`src/rtl/ysyx_24100006_memu.sv`:
```
// Memory stage unit: takes one op from EXE_MEM, issues at most one bus
// request, shapes load data / store lanes, and hands the result to MEM_WB.
module ysyx_24100006_memu (
  input  logic        clk,
  input  logic        reset,
  // upstream (EXE_MEM)
  input  logic        mem_out_valid,
  output logic        mem_out_ready,
  input  logic [31:0] alu_result,
  input  logic [31:0] store_data,
  input  logic [2:0]  Mem_Mask_M,
  input  logic [1:0]  sram_read_write_M,
  input  logic        Gpr_Write_M,
  input  logic [3:0]  Gpr_Write_Addr_M,
  input  logic [31:0] wdata_gpr_M,
  // downstream (MEM_WB)
  output logic        mem_in_valid,
  input  logic        mem_in_ready,
  output logic        Gpr_Write_W,
  output logic [3:0]  Gpr_Write_Addr_W,
  output logic [31:0] wdata_gpr_W,
  output logic        mem_err,
  // data bus
  output logic        req_valid,
  input  logic        req_ready,
  output logic        req_we,
  output logic [31:0] req_addr,
  output logic [31:0] req_wdata,
  output logic [3:0]  req_wstrb,
  input  logic        rsp_valid,
  input  logic [31:0] rsp_rdata,
  input  logic        rsp_err,
  // forwarding
  output logic        mem_is_load,
  output logic [31:0] mem_fw_data
);

  typedef enum logic [1:0] {IDLE, REQ, WAIT, DONE} state_t;

  state_t      state_q, state_d;
  logic [1:0]  addr_lo_q, addr_lo_d;
  logic [2:0]  mask_q, mask_d;
  logic        is_load_q, is_load_d;
  logic        gwe_q, gwe_d;
  logic [3:0]  gaddr_q, gaddr_d;
  logic [31:0] result_q, result_d;
  logic        err_q, err_d;
  logic        req_we_q, req_we_d;
  logic [31:0] req_addr_q, req_addr_d;
  logic [31:0] req_wdata_q, req_wdata_d;
  logic [3:0]  req_wstrb_q, req_wstrb_d;

  logic        accept;
  logic        in_store, in_load, in_mem;
  logic [3:0]  st_strb;
  logic [31:0] st_wdata;
  logic [31:0] ld_bsh, ld_hsh, ld_val;

  assign accept   = (state_q == IDLE) && mem_out_valid;
  // bit1 wins over bit0, so 2'b11 is a store
  assign in_store = sram_read_write_M[1];
  assign in_load  = sram_read_write_M[0] & ~sram_read_write_M[1];
  assign in_mem   = |sram_read_write_M;

  // store lane shaping from the incoming op
  always_comb begin
    st_strb  = 4'b1111;
    st_wdata = store_data;
    case (Mem_Mask_M)
      3'b000: begin
        st_strb  = 4'b0001 << alu_result[1:0];
        st_wdata = {4{store_data[7:0]}};
      end
      3'b001: begin
        st_strb  = 4'b0011 << {alu_result[1], 1'b0};
        st_wdata = {2{store_data[15:0]}};
      end
      default: ;
    endcase
  end

  // load extraction; misaligned low address bits are simply dropped
  always_comb begin
    ld_bsh = rsp_rdata >> {addr_lo_q, 3'b000};
    ld_hsh = rsp_rdata >> {addr_lo_q[1], 4'b0000};
    case (mask_q)
      3'b000:  ld_val = {{24{ld_bsh[7]}}, ld_bsh[7:0]};
      3'b100:  ld_val = {24'h0, ld_bsh[7:0]};
      3'b001:  ld_val = {{16{ld_hsh[15]}}, ld_hsh[15:0]};
      3'b101:  ld_val = {16'h0, ld_hsh[15:0]};
      default: ld_val = rsp_rdata;
    endcase
  end

  // FSM: state register
  always_ff @(posedge clk) begin
    if (reset) state_q <= IDLE;
    else       state_q <= state_d;
  end

  // FSM: next state
  always_comb begin
    state_d = state_q;
    case (state_q)
      IDLE: if (mem_out_valid) state_d = in_mem ? REQ : DONE;
      REQ:  if (req_ready)     state_d = WAIT;
      WAIT: if (rsp_valid)     state_d = DONE;
      DONE: if (mem_in_ready)  state_d = IDLE;
      default:                 state_d = IDLE;
    endcase
  end

  // FSM: outputs
  always_comb begin
    mem_out_ready = (state_q == IDLE);
    req_valid     = (state_q == REQ);
    mem_in_valid  = (state_q == DONE);
    mem_is_load   = is_load_q && ((state_q == REQ) || (state_q == WAIT));
  end

  // datapath next values
  always_comb begin
    addr_lo_d   = addr_lo_q;
    mask_d      = mask_q;
    is_load_d   = is_load_q;
    gwe_d       = gwe_q;
    gaddr_d     = gaddr_q;
    result_d    = result_q;
    err_d       = err_q;
    req_we_d    = req_we_q;
    req_addr_d  = req_addr_q;
    req_wdata_d = req_wdata_q;
    req_wstrb_d = req_wstrb_q;
    if (accept) begin
      addr_lo_d   = alu_result[1:0];
      mask_d      = Mem_Mask_M;
      is_load_d   = in_load;
      gwe_d       = Gpr_Write_M;
      gaddr_d     = Gpr_Write_Addr_M;
      result_d    = wdata_gpr_M;
      err_d       = 1'b0;
      req_we_d    = in_store;
      req_addr_d  = in_mem ? {alu_result[31:2], 2'b00} : 32'h0;
      req_wdata_d = in_store ? st_wdata : 32'h0;
      req_wstrb_d = in_store ? st_strb : 4'b0000;
    end else if ((state_q == WAIT) && rsp_valid) begin
      err_d = rsp_err;
      if (is_load_q) result_d = ld_val;
    end
  end

  always_ff @(posedge clk) begin
    if (reset) begin
      addr_lo_q   <= 2'b00;
      mask_q      <= 3'b000;
      is_load_q   <= 1'b0;
      gwe_q       <= 1'b0;
      gaddr_q     <= 4'h0;
      result_q    <= 32'h0;
      err_q       <= 1'b0;
      req_we_q    <= 1'b0;
      req_addr_q  <= 32'h0;
      req_wdata_q <= 32'h0;
      req_wstrb_q <= 4'b0000;
    end else begin
      addr_lo_q   <= addr_lo_d;
      mask_q      <= mask_d;
      is_load_q   <= is_load_d;
      gwe_q       <= gwe_d;
      gaddr_q     <= gaddr_d;
      result_q    <= result_d;
      err_q       <= err_d;
      req_we_q    <= req_we_d;
      req_addr_q  <= req_addr_d;
      req_wdata_q <= req_wdata_d;
      req_wstrb_q <= req_wstrb_d;
    end
  end

  assign req_we           = req_we_q;
  assign req_addr         = req_addr_q;
  assign req_wdata        = req_wdata_q;
  assign req_wstrb        = req_wstrb_q;
  assign wdata_gpr_W      = result_q;
  assign mem_fw_data      = result_q;
  assign mem_err          = err_q;
  assign Gpr_Write_W      = gwe_q & ~err_q;
  assign Gpr_Write_Addr_W = gaddr_q;

endmodule

```
`config.mk`:
```
export PLATFORM = sky130hd
export DESIGN_NAME = ysyx_24100006_memu
export DESIGN_NICKNAME = d
export VERILOG_FILES = /design/src/rtl/ysyx_24100006_memu.sv
export SDC_FILE = /design/constraint.sdc
export NUM_CORES = 1
export LEC_CHECK = 0
export BUFFER_PORTS_ARGS = -buffer_cell sky130_fd_sc_hd__buf_4
export CAP_MARGIN = 30
export CORE_AREA = 3 3 112 114
export DETAILED_ROUTE_END_ITERATION = 8
export DIE_AREA = 0 0 115 117
export PLACE_DENSITY = 0.82
export REMOVE_ABC_BUFFERS = 1
export SETUP_SLACK_MARGIN = 0.2
export SLEW_MARGIN = 20
export SYNTH_ARGS = -nofsm -noshare
export SYNTH_HDL_FRONTEND = slang
export SYNTH_SLANG_ARGS = --single-unit
```
`constraint.sdc`:
```
create_clock -name clk -period 4.4 [get_ports clk]
set_input_delay 0.88 -clock clk [delete_from_list [all_inputs] [get_ports clk]]
set_output_delay 0.88 -clock clk [all_outputs]
set_load 0.005 [all_outputs]
```
==> flow_summary.toml <==
[logic_synthesis]
synthTopCellsByArea = "dfxtp_1 42%, a22o_1 10%, buf_4 5.2%"
ys_warn_count = 0
ys_types = 51
ys_ff_latch = 113
avgSynthCellArea_um2 = 9.50
synth.cell_area_um2 = 5360
async_reset_ff_frac = 0
synth-main-ff-cell = "dfxtp_1"
synth_edf_count = 0
postSynthCellCount = 564
seq_area_frac_synth = 0.422
yosys.cell_count.top_type = "dfxtp_1"
synth_top_cells_by_count = "113 x dfxtp_1, 62 x a22o_1, 61 x nand2_1"
synth.top_cell.area_share = 0.422
yosysTopAreaCell = "dfxtp_1"

[detailed_routing]
viasPerCell = 5.56
drt_iter0_drc = 364
routed_wl_mm = 17.9
postRouteAntennaNets = 0
firstDrtPassIters = 5
wl_per_cell_um = 18.6
vias = 5346
drc_errors = 0

[die]
fp.coreArea_um2 = 11500
die_area_um2 = 13500
ios = 288
start_util = 0.465
chipWidth_um = 115
dieHeight_um = 117
rows = 39

[pwr]
irDropWorstVdd_mv = 0.312
switching_share = 0.307
pwr-share-comb = 0.332
p_total_mw = 4.21
power_density_nw_per_um2 = 527
p_leak_nw = 3.64
p_int_mw = 2.92
power_frac_clock = 0.343
seq_power_share = 0.324
power.switching_mw = 1.29

[grt]
antenna_found_initial = 0
grt_pass1_wl_mm = 26.8
grt-ovfl-total = 0
grt_usage = 0.256
grt_max_degree = 59
grt_pass1_vias = 5253

[run_status]
status = "completed"

[sta]
skew_ns = 0.00627
drv_slew = 0
worst_pin_slew_ns = 0.789
finalCritPeriodShare = 0.612
setup_viol = 0
setup_ws_ns = 1.71
max_freq_mhz = 372
finalSetupTns_ns = 0
post-route-min-period_ns = 2.69
holdWs_ns = 0.453
hold_viol_final = 0
relSlewSlack = 0.461
rsz0062_at_grt = "no"

[place]
place.gp.congestion = 0.850
io_buffers = 285
place_area_um2 = 7350
dp.cells = 928
dp_hpwl_mm = 13.4
pre_cts_slack_ns = 1.51

[critical_path]
crit_fanout = 17
crit_path_end_kind = "flop"
worst-setup-path-type = "reg2reg"
cp_data_required_time_ns = 4.76
crit_arrival_ns = 3.05
crit_path_start_kind = "flop"

[finish]
fill_cells = 838
fin_util = 0.694
seqCellArea_um2 = 2260
design_area_um2 = 7990
nets = 955
fin_cells = 961
multi_input_comb_area_um2 = 2660
drive_above_1_share = 0.445
antenna_cells = 0
area_delta_synth_final_pct = 49.1

[clock_tree]
cts_htree_levels = 4
cts.path.max_buffers = 2
cts_buffers = 17
cts.sinks = 113
cts.clk_slew.worst_paths_ns = 0.05
clk_latency_ns = 0.41
postCtsSetupBuffers = 0
hold_buffers = 0
cts_tree = "done"
ctsResizeCount = 0
cts-root-buf = "clkbuf_16"

[min_path]
worstHoldPathType = "reg2reg"

[job]
drv_cap = 0
[critical path, stage by stage, from the launching register on]
cell and delay, ns:
dfxtp_1 0.35, inv_1 0.12, ha_1 0.23, and2_1 0.58, buf_8 0.24, nand3b_1 0.52
a21oi_1 0.42, a22o_1 0.17
[registers in the layout, summed over array words and instances, names as in the netlist]
signal	flops
gwe_q	1
mem_fw_data	32
addr_lo_q	2
req_wstrb	4
Gpr_Write_Addr_W	4
req_we	1
req_wdata	32
state_q	2
mem_err	1
req_addr	30
mask_q	3
is_load_q	1
[cell usage in the layout (no fill, tap or decap), types with 4 or more instances in the layout]
cell type  count
a2111oi_0      8
a2111oi_4     10
a211oi_1       4
a21oi_1       25
a221oi_1       6
a22o_1        62
a22oi_1        8
buf_4        293
bufinv_16      4
clkbuf_16     17
clkinv_2       6
dfxtp_1      113
ha_1           5
inv_1          9
mux2i_1       27
nand2_1       60
nand3_1        4
nor2_1        44
nor2b_1        6
nor3_1         4
o21ai_0       20
o22ai_1       11
or2_2         16
[final cells by class]
cell class,instances,share of cell area
repair buffers,295,0.279
well taps,143,0.0224
clock buffers,21,0.0589
flip-flops and latches,113,0.283
clock inverters,11,0.0199
inverters,9,0.00423
multi-input cells,369,0.333
[power by group through the flow]
stage | Clock (mW) | Combinational [mW] | Sequential (mW)
6_report | 1.45 | 1.40 | 1.37
5_1_grt | 1.52 | 1.53 | 1.39
4_1_cts | 1.47 | 1.39 | 1.38
3_5_place_dp | 0 | 1.39 | 1.39
3_3_place_gp | 0 | 1.34 | 1.38
2_1_floorplan | 0 | 0.640 | 1.39
[cell families after synthesis]
family	count (synthesis)	synth area share
other cells	1	0.000700
buf+inv	83	0.0869
flops	113	0.422
compound gates	174	0.280
mux	31	0.0609
simple gates	157	0.138
fa+ha+maj	5	0.0117
[layer usage]
layer | wire length, um | vias to the layer above | part of all wire | global-route usage
met5 | 0 | - | 0 | 0
li1 | - | 2509 | - | -
met2 | 8780 | 263 | 0.49 | 0.441
met1 | 6730 | 2543 | 0.38 | 0.279
met3 | 1930 | 31 | 0.11 | 0.114
met4 | 463 | 0 | 0.026 | 0.0915
[path summary, 6_finish.rpt]
kind / slack [ns] / from / endpoint / depth (start not counted)
setup / recovery: 1.71 / state_q[0] / req_wdata[31] / 7
setup reg to reg: 1.71 / state_q[0] / req_wdata[31] / 7
hold / removal: 0.45 / gwe_q / gwe_q / 2
hold reg to reg: 0.45 / gwe_q / gwe_q / 2
No activity file was read; power rests on OpenSTA's default activity.
